### src/rtl/ser_frame_tx.sv
// ser_frame_tx: double-buffered parallel-to-serial shifter for the
// UART transmit path, with optional parity and back-to-back words.
//
// Ports:
//   CLK, RST          clock, asynchronous active-high reset
//   P_DATA            parallel word, taken when DATA_VALID && DATA_READY
//   DATA_VALID/READY  word handshake (READY = holding buffer empty)
//   MSB_FIRST         bit order, captured with the word
//   PAR_EN, PAR_TYP   parity enable / type (0 even, 1 odd), captured
//   ser_en            bit-advance strobe (baud tick)
//   ser_data          registered serial output, idles at 1
//   ser_done          one-cycle pulse after the last bit of a word
//   Busy              high while shifting data or parity
module ser_frame_tx #(
  parameter int WIDTH = 8,
  parameter int CNT_W = 4
) (
  input  logic             CLK,
  input  logic             RST,
  input  logic [WIDTH-1:0] P_DATA,
  input  logic             DATA_VALID,
  output logic             DATA_READY,
  input  logic             MSB_FIRST,
  input  logic             PAR_EN,
  input  logic             PAR_TYP,
  input  logic             ser_en,
  output logic             ser_data,
  output logic             ser_done,
  output logic             Busy
);

  typedef enum logic [1:0] {
    IDLE   = 2'd0,
    SHIFT  = 2'd1,
    PARITY = 2'd2
  } state_t;

  state_t state, state_nxt;

  logic [WIDTH-1:0] buf_data;
  logic             buf_msb;
  logic             buf_par;
  logic             buf_pen;
  logic             buf_full;

  logic [WIDTH-1:0] sh_data;
  logic             sh_msb;
  logic             sh_par;
  logic             sh_pen;
  logic [CNT_W-1:0] bit_cnt;

  logic accept;
  logic load;
  logic adv;
  logic to_par;
  logic eow;
  logic last_bit;

  assign accept   = DATA_VALID && !buf_full;
  assign last_bit = (bit_cnt == CNT_W'(WIDTH - 1));

  always_ff @(posedge CLK or posedge RST) begin
    if (RST) state <= IDLE;
    else     state <= state_nxt;
  end

  // End of word reloads straight from the buffer so a
  // queued word follows with no idle bit in between.
  always_comb begin
    state_nxt = state;
    load      = 1'b0;
    adv       = 1'b0;
    to_par    = 1'b0;
    eow       = 1'b0;
    unique case (state)
      IDLE: begin
        if (buf_full) begin
          load      = 1'b1;
          state_nxt = SHIFT;
        end
      end
      SHIFT: begin
        if (ser_en) begin
          if (!last_bit) begin
            adv = 1'b1;
          end else if (sh_pen) begin
            to_par    = 1'b1;
            state_nxt = PARITY;
          end else begin
            eow = 1'b1;
          end
        end
      end
      PARITY: begin
        if (ser_en) eow = 1'b1;
      end
      default: state_nxt = IDLE;
    endcase
    if (eow) begin
      if (buf_full) begin
        load      = 1'b1;
        state_nxt = SHIFT;
      end else begin
        state_nxt = IDLE;
      end
    end
  end

  always_comb begin
    Busy       = (state != IDLE);
    DATA_READY = !buf_full;
  end

  // Parity is folded at acceptance so the mode pins are
  // never looked at again for this word.
  always_ff @(posedge CLK or posedge RST) begin
    if (RST) begin
      buf_data <= '0;
      buf_msb  <= 1'b0;
      buf_par  <= 1'b0;
      buf_pen  <= 1'b0;
      buf_full <= 1'b0;
    end else if (load) begin
      buf_full <= 1'b0;
    end else if (accept) begin
      buf_data <= P_DATA;
      buf_msb  <= MSB_FIRST;
      buf_pen  <= PAR_EN;
      buf_par  <= (^P_DATA) ^ PAR_TYP;
      buf_full <= 1'b1;
    end
  end

  // The next bit always sits at the shifter's edge chosen
  // by the captured order; the first one is peeled off on load.
  always_ff @(posedge CLK or posedge RST) begin
    if (RST) begin
      sh_data  <= '0;
      sh_msb   <= 1'b0;
      sh_par   <= 1'b0;
      sh_pen   <= 1'b0;
      bit_cnt  <= '0;
      ser_data <= 1'b1;
      ser_done <= 1'b0;
    end else begin
      ser_done <= eow;
      if (load) begin
        sh_data  <= buf_msb ? (buf_data << 1) : (buf_data >> 1);
        sh_msb   <= buf_msb;
        sh_par   <= buf_par;
        sh_pen   <= buf_pen;
        bit_cnt  <= '0;
        ser_data <= buf_msb ? buf_data[WIDTH-1] : buf_data[0];
      end else if (adv) begin
        sh_data  <= sh_msb ? (sh_data << 1) : (sh_data >> 1);
        bit_cnt  <= bit_cnt + CNT_W'(1);
        ser_data <= sh_msb ? sh_data[WIDTH-1] : sh_data[0];
      end else if (to_par) begin
        ser_data <= sh_par;
      end else if (eow) begin
        ser_data <= 1'b1;
      end
    end
  end

endmodule

### config.mk
export PLATFORM = sky130hd
export DESIGN_NAME = ser_frame_tx
export DESIGN_NICKNAME = d
export VERILOG_FILES = /design/src/rtl/ser_frame_tx.sv
export SDC_FILE = /design/constraint.sdc
export NUM_CORES = 1
export LEC_CHECK = 0
export ABC_AREA = 1
export BUFFER_PORTS_ARGS = -buffer_cell sky130_fd_sc_hd__buf_2
export CORE_MARGIN = 8
export CORE_UTILIZATION = 58
export DETAILED_ROUTE_END_ITERATION = 7
export PLACE_DENSITY_LB_ADDON = 0.2
export SETUP_SLACK_MARGIN = 0.05
export SKIP_CTS_REPAIR_TIMING = 1
export SKIP_LAST_GASP = 1
export SLEW_MARGIN = 5
export SYNTH_ARGS = -nofsm -noshare
export SYNTH_HDL_FRONTEND = slang
export SYNTH_SLANG_ARGS = --single-unit
### constraint.sdc
create_clock -name CLK -period 2.1 [get_ports CLK]
set_input_delay 0.21 -clock CLK [delete_from_list [all_inputs] [get_ports CLK]]
set_output_delay 0.21 -clock CLK [all_outputs]
set_load 0.05 [all_outputs]
==> reports/results.tsv, run 1 <==
metric	value	unit
Final Critical Period	1.73	ns
Reg power frac	40.1	%
Setup crit start	state[1]$_DFFE_PP0P_	
Net Count, Synth	284	
post-layout util	67.2	%
Required @ worst endpoint	2.32	ns
max-slew violation count	0	
Remaining Overflow, GRT	0	
global-route wire length before repair	6590	um
total core area	3050	um2
maximum number of pins on one net before global-route repair	32	
Hold WC Path Type	in2reg	
Die Area	5290	um2
drt drc	0	
Setup violations, final	0	
CP arrival	1.95	ns
Synth Register Bits	31	
Seq/Total Area, Yosys	41.6	%
top cell type's share of synthesized area	40.2	%
dpl hpwl	2820	um
clk buf depth	2	
Worst Tran Pin Value	0.473	ns
worst flop-to-flop path endpoint	sh_data[2]$_DFFE_PP0P_	
Comb pwr share	48.1	%
Main synth FF type	dfrtp_1	
Die Y	72.8	um
PortBufs	18	
Detailed Route Iter0 Violations	114	
vias per std cell	4.89	
Clock Sinks	31	
vias	1615	
Max Clock Freq	579	MHz
ANT cells	0	
Routed WL	3700	um
Synthesis Warnings	0	
Clock power frac	11.8	%
Placed Instance Area	1990	um2
top-count cell post-synth	nand2_1	
synthesized area	1870	um2
vias in the first global route	1562	
Reg clk slew, reported paths	0.09	ns
Fin Setup TNS	0	ns
internal power	1430	uW
Synth cell types	28	
Die X	72.8	um
Worst-Skew Late Latency	0.33	ns
Layout area overhead	9.85	%
initial antenna violation count	0	
cts bufs inserted	5	
Crit Path Max Fanout	7	
reg2reg setup slack	0.37	ns
layout cells sized above 1	12.6	%
NumNets Final	305	
Synth area leaders	dfrtp_1 40%, nand2_1 19%, inv_1 7.8%	
WS Path Type	reg2reg	
final worst-path setup slack	0.374	ns
root buf cell	clkbuf_4	
Peak VDD IR	0.000748	V
pwr dens	1330	nW/um2
switching pwr	1300	uW
Post-synth EDFFs	0	
CP endpoint kind	flop	
CP Launch Type	flop	
IO Pins	19	
post-synth top area cell	dfrtp_1	
Slew HR	68.5	%
fin crit share	82.2	%
initial core utilization	61.2	%
cells after synthesis	264	
GRT Overall Usage	15.9	%
RSZ-0062 raised after global routing	false	
final hold violation count	0	
Avg Inst Size Synth	7.08	um2
Leakage	0.00111	uW
FF-to-FF path depth	11	
sw frac	47.6	%
gpl congestion	0.907	
Post-synth top cells	96 x nand2_1, 39 x inv_1, 30 x dfrtp_1	
Worst setup endpoint	sh_data[2]$_DFFE_PP0P_	
clk_skew	0.0147	ns
row count	20	
asr flop ratio synth	100	%
Final Cell Area	2050	um2
DR WL/cell	11.2	um
CTS tree	done	
worst r2r src	state[1]$_DFFE_PP0P_	
Detailed Routing Iterations Pass 1	4	
DP Worst Slack	0.384	ns
post-route ant nets	0	
status	finished clean	
Max-Cap Viols	0	
H-tree depth	2	
-- worst min path at each step --
| stage | from | to | cells past startpoint |
|---|---|---|---|
| global route | PAR_EN | buf_pen$_DFFE_PP0P_ | 3 |
| global placement | RST | state[0]$_DFFE_PP0P_ | 3 |
| finish | PAR_EN | buf_pen$_DFFE_PP0P_ | 3 |
| floorplan | RST | bit_cnt[0]$_DFFE_PP0P_ | 1 |
| CTS | RST | sh_data[7]$_DFFE_PP0P_ | 3 |
| detailed placement | RST | state[0]$_DFFE_PP0P_ | 3 |
-- power groups by stage --
| stage | Combinational [uW] | Sequential (uW) | Clock (uW) |
|---|---|---|---|
| global placement | 1290 | 1090 | 0 |
| detailed placement | 1300 | 1100 | 0 |
| floorplan | 1080 | 1030 | 0 |
| global route | 1510 | 1130 | 356 |
| finish | 1310 | 1090 | 323 |
| CTS | 1320 | 1090 | 332 |
-- sequential cells by signal (all words and copies together) (netlist names) --
name and cells:
sh_msb 1, buf_pen 1, buf_data 8, buf_full 1, state 2, sh_pen 1, sh_data 8, bit_cnt 4
buf_par 1, ser_data 1, sh_par 1, buf_msb 1, ser_done 1
-- through the flow --
step	cells	total power [uW]	hold slack, ns
CTS	329	2740	-0.0570
floorplan	264	2120	0.313
global route	330	3000	0.0731
finish	330	2720	0.0794
detailed placement	321	2400	0.309
global placement	321	2370	0.304
-- placed cells by master (no fill, tap or decap), types with 3 or more instances in the layout --
| master | Yosys | routed |
|---|---|---|
| nand2_1 | 96 | 96 |
| inv_1 | 39 | 39 |
| dfrtp_1 | 30 | 30 |
| o21ai_0 | 24 | 24 |
| nand3_1 | 19 | 19 |
| buf_2 | 1 | 18 |
| nor2_1 | 14 | 14 |
| a21oi_1 | 7 | 7 |
| ha_1 | 5 | 5 |
| clkbuf_4 | 0 | 5 |
| clkbuf_1 | 5 | 3 |
| buf_4 | 1 | 3 |
-- worst max-delay path: stages (launching register included) --
cell and delay [ns]:
dfrtp_1 0.41, inv_1 0.10, ha_1 0.18, inv_1 0.08, nor2_1 0.11, nand2_2 0.09, nand2_4 0.08, nand2_2 0.08
nand2_1 0.10, nand2_1 0.17, nand3_1 0.13, nand3_1 0.08
-- layout make-up --
type / count / area, um2
Fill cell: 284 / 1000
Multi-Input combinational cell: 185 / 898
Sequential cell: 31 / 777
Inverter: 40 / 150
Timing Repair Buffer: 22 / 123
Tap cell: 44 / 55.1
Clock buffer: 8 / 48.8
-- kinds of logic (layout without fill, tap and decap cells) --
| group | count (synthesis) | count (layout) | synth area share, % |
|---|---|---|---|
| AND/OR/NAND/NOR | 140 | 140 | 32.6 |
| buffers and inverters | 48 | 70 | 10.3 |
| AO/OA/AOI/OAI | 36 | 36 | 10.2 |
| flip-flops | 31 | 31 | 41.6 |
| adder cells (fa/ha/maj) | 5 | 5 | 3.35 |
| XOR/XNOR | 4 | 4 | 1.88 |
-- routing by layer --
metal  share of wire (%)  track usage [%]  wire length [um]
met5                   0                0                 0
met4                 1.7             9.33                61
met3                 4.1             3.57               153
met2                  45             23.3              1660
met1                  49             20.7              1820
Note: power is estimated with default switching activity, not from simulation.
==> run 2, diff against run 1 <==
--- a/config.mk
+++ b/config.mk
@@ -5,10 +5,10 @@
 export SDC_FILE = /design/constraint.sdc
 export NUM_CORES = 1
 export LEC_CHECK = 0
-export ABC_AREA = 1
+export ABC_AREA = 0
 export BUFFER_PORTS_ARGS = -buffer_cell sky130_fd_sc_hd__buf_2
 export CORE_MARGIN = 8
-export CORE_UTILIZATION = 58
+export CORE_UTILIZATION = 57
 export DETAILED_ROUTE_END_ITERATION = 7
 export PLACE_DENSITY_LB_ADDON = 0.2
 export SETUP_SLACK_MARGIN = 0.05
==> constraint.sdc (replaced) <==
create_clock -name CLK -period 1.81 [get_ports CLK]
set_input_delay 0.181 -clock CLK [delete_from_list [all_inputs] [get_ports CLK]]
set_output_delay 0.181 -clock CLK [all_outputs]
set_load 0.05 [all_outputs]
==> reports/results.tsv, run 2 <==
metric	value	unit	change
post-route ant nets	0		unchanged
Routed WL	3180	um	-14%
reg2reg setup slack	0.13	ns	-0.24 ns
Die Y	70.6	um	-2.9%
Setup violations, final	0		unchanged
CTS tree	done		
GRT Overall Usage	13.0	%	-2.8 points
Max-Cap Viols	0		unchanged
Net Count, Synth	165		-42%
vias in the first global route	1247		-20%
worst r2r src	bit_cnt[0]$_DFFE_PP0P_		
Avg Inst Size Synth	11.7	um2	+66%
Worst Tran Pin Value	0.452	ns	-0.0206 ns
ANT cells	0		unchanged
CP arrival	1.91	ns	-0.04 ns
Leakage	0.000946	uW	-15%
total core area	2950	um2	-3.3%
Power, Total	3460	uW	+27%
post-synth top area cell	dfrtp_1		
Post-synth top cells	30 x dfrtp_1, 25 x mux2i_1, 14 x mux2_2		
dpl hpwl	2230	um	-21%
most frequent cells in the layout	30 x dfrtp_1, 25 x mux2i_1, 19 x buf_2, 14 x mux2_2, 9 x buf_4		
Clock Sinks	31		unchanged
Synth Register Bits	31		unchanged
biggest registers after layout	buf_data: 8 flops, sh_data: 8 flops, bit_cnt: 4 flops		
Worst setup endpoint	sh_data[7]$_DFFE_PP0P_		
Die X	70.6	um	-2.9%
commonest non-fill, non-tap cell in the layout	dfrtp_1		
DR WL/cell	15.2	um	+35%
cts bufs inserted	5		unchanged
max-slew violation count	0		unchanged
Final Critical Period	1.68	ns	-0.0474 ns
RSZ-0062 raised after global routing	false		
root buf cell	clkbuf_4		
initial core utilization	57.6	%	-3.6 points
drt drc	0		unchanged
PortBufs	18		unchanged
Synth area leaders	dfrtp_1 44%, mux2i_1 15%, mux2_2 9.3%		
pwr dens	1740	nW/um2	+31%
Peak VDD IR	0.000855	V	+14%
initial antenna violation count	0		unchanged
vias per std cell	5.44		+11%
Main synth FF type	dfrtp_1		
Slew HR	69.9	%	+1.4 points
Remaining Overflow, GRT	0		unchanged
CP endpoint kind	flop		
NumNets Final	196		-36%
status	finished clean		
maximum number of pins on one net before global-route repair	32		unchanged
Setup crit start	bit_cnt[0]$_DFFE_PP0P_		
Layout area overhead	17.2	%	
Crit Path Max Fanout	13		+6
Worst-Skew Late Latency	0.32	ns	about the same
Hold WC Path Type	in2reg		
gpl congestion	0.764		-16%
Required @ worst endpoint	2.04	ns	-0.28 ns
Post-synth EDFFs	0		unchanged
Synthesis Warnings	0		unchanged
asr flop ratio synth	100	%	unchanged
clk_skew	0.0109	ns	-0.00375 ns
fin crit share	92.7	%	+11 points
synthesized area	1700	um2	-8.9%
cells after synthesis	145		-45%
worst flop-to-flop path endpoint	sh_data[7]$_DFFE_PP0P_		
FF-to-FF path depth	7		-4
H-tree depth	2		unchanged
layout cells sized above 1	35.0	%	+22 points
Max Clock Freq	596	MHz	+2.8%
IO Pins	19		unchanged
top cell type's share of synthesized area	44.1	%	+3.9 points
Die Area	4990	um2	-5.7%
WS Path Type	reg2reg		
CP Launch Type	flop		
Synth cell types	36		+29%
Reg clk slew, reported paths	0.10	ns	about the same
row count	20		unchanged
top-count cell post-synth	dfrtp_1		
vias	1142		-29%
Fill cells	232		-18%
Seq/Total Area, Yosys	45.7	%	+4.1 points
final hold violation count	0		unchanged
clk buf depth	2		unchanged
post-layout util	67.5	%	+0.33 points
global-route wire length before repair	5380	um	-18%
Detailed Route Iter0 Violations	55		-52%
Detailed Routing Iterations Pass 1	4		unchanged
[run 2: power breakdown]
part | total (uW) | internal (uW) | switching [uW]
combinational | 1690 | 903 | 787
sequential | 1390 | 1030 | 355
clock | 384 | 151 | 233
total | 3460 | 2090 | 1370
[run 2: final cells by class]
type                       count  area (um2)  area share (%)
tap                           33        41.3            2.07
clock buffer                   7        45.0            2.26
multi-input combinational    101         900            45.1
sequential                    31         777            39.0
inverter                       6        22.5            1.13
clock inverter                 1        5.00           0.251
timing repair buffer          31         204            10.2
[run 2: worst min path at each step]
stage / start / end / slack [ns] / cells past startpoint
3_3_place_gp: RST / buf_par$_DFFE_PP0P_ / 0.27 / 3
6_report: DATA_VALID / buf_full$_DFFE_PP0P_ / 0.1 / 3
4_1_cts: RST / buf_par$_DFFE_PP0P_ / -0.07 / 3
2_1_floorplan: RST / bit_cnt[0]$_DFFE_PP0P_ / 0.28 / 1
5_1_grt: MSB_FIRST / buf_msb$_DFFE_PP0P_ / 0.09 / 2
3_5_place_dp: RST / buf_par$_DFFE_PP0P_ / 0.28 / 3
[run 2: routing by layer]
layer,up-vias,wire [um],track usage [%]
met5,-,0,0
met2,17,1590,22.1
li1,569,-,-
met4,0,15,3.93
met3,2,103,4.38
met1,554,1470,15.2
[run 2: logic make-up after synthesis]
group / after synthesis / share of synthesized area (%)
AOI/OAI and AO/OA: 18 / 7.43
xor gates and xnor gates: 10 / 5.15
adders and majority gates: 5 / 3.68
buffers and inverters: 13 / 4.26
DFF: 31 / 45.7
muxes: 39 / 24.0
and+or+nand+nor: 29 / 9.85
[run 2: critical path, cell delays in order (launching register included)]
cell	delay, ns
dfrtp_1	0.44
ha_4	0.18
nand3b_4	0.10
nor3b_2	0.20
o211a_4	0.21
o21a_4	0.14
buf_12	0.14
mux2i_1	0.19
[run 2: through the flow]
step	std cells	hold WS (ns)	setup WS, ns	instance area (um2)	TNS [ns]
final	210	0.0970	0.131	1990	0
after detailed placement	195	0.276	-0.0153	1840	-0.0153
after floorplan	145	0.284	0.0869	1700	0
after global placement	195	0.270	0.0658	1840	0
after global routing	210	0.0928	0.0348	1990	0
after CTS	203	-0.0733	-0.0293	1890	-0.0293
==> run 3, diff against run 2 <==
--- a/config.mk
+++ b/config.mk
@@ -7,12 +7,14 @@
 export LEC_CHECK = 0
 export ABC_AREA = 0
 export BUFFER_PORTS_ARGS = -buffer_cell sky130_fd_sc_hd__buf_2
+export CELL_PAD_IN_SITES_DETAIL_PLACEMENT = 1
+export CELL_PAD_IN_SITES_GLOBAL_PLACEMENT = 2
 export CORE_MARGIN = 8
-export CORE_UTILIZATION = 57
+export CORE_UTILIZATION = 38
+export CTS_CLUSTER_SIZE = 12
 export DETAILED_ROUTE_END_ITERATION = 7
 export PLACE_DENSITY_LB_ADDON = 0.2
 export SETUP_SLACK_MARGIN = 0.05
-export SKIP_CTS_REPAIR_TIMING = 1
 export SKIP_LAST_GASP = 1
 export SLEW_MARGIN = 5
 export SYNTH_ARGS = -nofsm -noshare
==> reports/results.tsv, run 3 (same netlist as run 2, synthesis figures left out) <==
metric	value	unit	change
gpl congestion	0.739		-3.3%
row count	24		+20%
Max Clock Freq	584	MHz	-2.0%
vias	1188		+4.0%
crit-path cells	inv_2, ha_4, nor3b_2, o211a_4, o21ai_4, mux2_2		
fin crit share	94.6	%	+1.9 points
Layout area overhead	22.4	%	
clk buf depth	2		unchanged
reg2reg setup slack	0.1	ns	-0.03 ns
WS Path Type	reg2reg		
Worst path max stage delay	0.41	ns	-0.03 ns
Reg clk slew, reported paths	0.07	ns	-0.03 ns
Fill cells	482		+110%
worst r2r src	state[1]$_DFFE_PP0P_		
slowest CP cell	dfrtp_1		
Buf/Inv on CP	1		unchanged
Routed WL	3630	um	+14%
initial antenna violation count	0		unchanged
commonest non-fill, non-tap cell in the layout	dfrtp_1		
total core area	4320	um2	+46%
pwr dens	1780	nW/um2	+2.8%
Die Area	6870	um2	+38%
CP Launch Type	flop		
hold slack final	0.139	ns	+0.0423 ns
cts bufs inserted	5		unchanged
Peak VDD IR	0.000725	V	-15%
dpl hpwl	2670	um	+20%
Setup violations, final	0		unchanged
Max-Cap Viols	0		unchanged
Crit Path Max Fanout	4		-9
CP arrival	1.87	ns	-0.04 ns
ANT cells	0		unchanged
status	finished clean		
RSZ-0062 raised after global routing	true		
drt drc	0		unchanged
Final Cell Area	2080	um2	+4.4%
vias per std cell	5.17		-5.0%
Worst Tran Pin Value	0.452	ns	-0.000214 ns
Detailed Routing Iterations Pass 1	3		-1
maximum number of pins on one net before global-route repair	32		unchanged
clk_skew	0.00570	ns	-0.00523 ns
Power, Total	3710	uW	+7.3%
Clock Sinks	31		unchanged
most frequent cells in the layout	30 x dfrtp_1, 24 x mux2i_1, 18 x buf_2, 14 x mux2_2, 11 x buf_4		
Multi-input gate area	922	um2	+2.5%
Slew HR	69.9	%	about the same
GRT Overall Usage	10.6	%	-2.5 points
PortBufs	18		unchanged
CP endpoint kind	flop		
biggest registers after layout	buf_data: 8 flops, sh_data: 8 flops, bit_cnt: 4 flops		
global-route wire length before repair	6110	um	+14%
Die X	82.9	um	+17%
Hold WC Path Type	in2reg		
NumNets Final	197		+0.51%
Detailed Route Iter0 Violations	16		-71%
max-slew violation count	0		unchanged
Leakage	0.000958	uW	+1.3%
Placed Instance Area	1870	um2	+1.7%
CTS tree	done		
H-tree depth	2		unchanged
Remaining Overflow, GRT	0		unchanged
delay-heaviest family, CP	compound AO/OA/AOI/OAI gates		
vias in the first global route	1276		+2.3%
Reg area	777	um2	unchanged
IO Pins	19		unchanged
initial core utilization	39.4	%	-18 points
min-delay src	DATA_VALID		
Die Y	82.9	um	+17%
Worst-Skew Late Latency	0.27	ns	-0.05 ns
layout cells sized above 1	36.5	%	+1.5 points
final hold violation count	0		unchanged
post-route ant nets	0		unchanged
root buf cell	clkbuf_8		
Required @ worst endpoint	1.96	ns	-0.08 ns
post-layout util	48.1	%	-19 points
DR WL/cell	15.8	um	+4.3%
Final Critical Period	1.71	ns	+0.0339 ns
Setup crit start	state[1]$_DFFE_PP0P_		
## run 3: cell count changes in the layout (fill, tap and decap cells not counted), moves of 2 or more
cell      before  now
buf_4          9   11
ha_1           4    1
clkbuf_4       5    0
clkbuf_8       0    5
ha_2           0    2
## run 3: repair_timing
action                                 CTS  global route
hold buffers                             1             0
setup buffers                            2             4
setup endpoints to repair                7            16
endpoints found under the hold margin   24             0
pin swaps                                0             2
gates resized for setup                  4            11
## run 3: cell type report
| class | count | share of cell area, % |
|---|---|---|
| clock inverters | 1 | 0.240 |
| repair buffers | 32 | 10.3 |
| multi-input cells | 101 | 44.3 |
| clock buffers | 7 | 3.67 |
| well taps | 52 | 3.12 |
| inverters | 6 | 1.08 |
| flip-flops and latches | 31 | 37.3 |
## run 3: where the power goes
part           total (uW)  switching [uW]  internal [uW]  leakage [uW]
Clock                 509             240            269     0.0000422
Sequential           1400             367           1040      0.000373
Combinational        1800             850            952      0.000543
Total                3710            1460           2260      0.000958
## run 3: metal layers
metal | global-route usage, % | part of all wire, %
met1 | 12.5 | 45
met4 | 2.88 | 0.22
met2 | 17.8 | 52
met3 | 3.42 | 2.8
met5 | 0 | 0
## run 3: worst register-to-register path, stage by stage (launching register included)
cell,delay (ns)
dfrtp_1,0.41
inv_2,0.09
ha_4,0.17
nor3b_2,0.15
o211a_4,0.25
o21ai_4,0.16
mux2_2,0.35
## run 3: stage by stage
stage                     worst slack, ns  setup TNS [ns]  cells
after global routing               0.0436               0    230
after detailed placement          -0.0177         -0.0379    215
after floorplan                    0.0869               0    145
final                              0.0974               0    230
after global placement             0.0728               0    215
after CTS                          0.0493               0    226
## run 3: worst paths after layout
path,end,cells past startpoint
worst max-delay path,sh_par$_DFFE_PP0N_,6
max in group asynchronous,ser_data$_DFFE_PP1P_,4
worst min-delay path,buf_full$_DFFE_PP0P_,3
worst min register to register,buf_pen$_DFFE_PP0P_,1
min in group asynchronous,buf_full$_DFFE_PP0P_,4
worst max register to register,sh_par$_DFFE_PP0N_,6
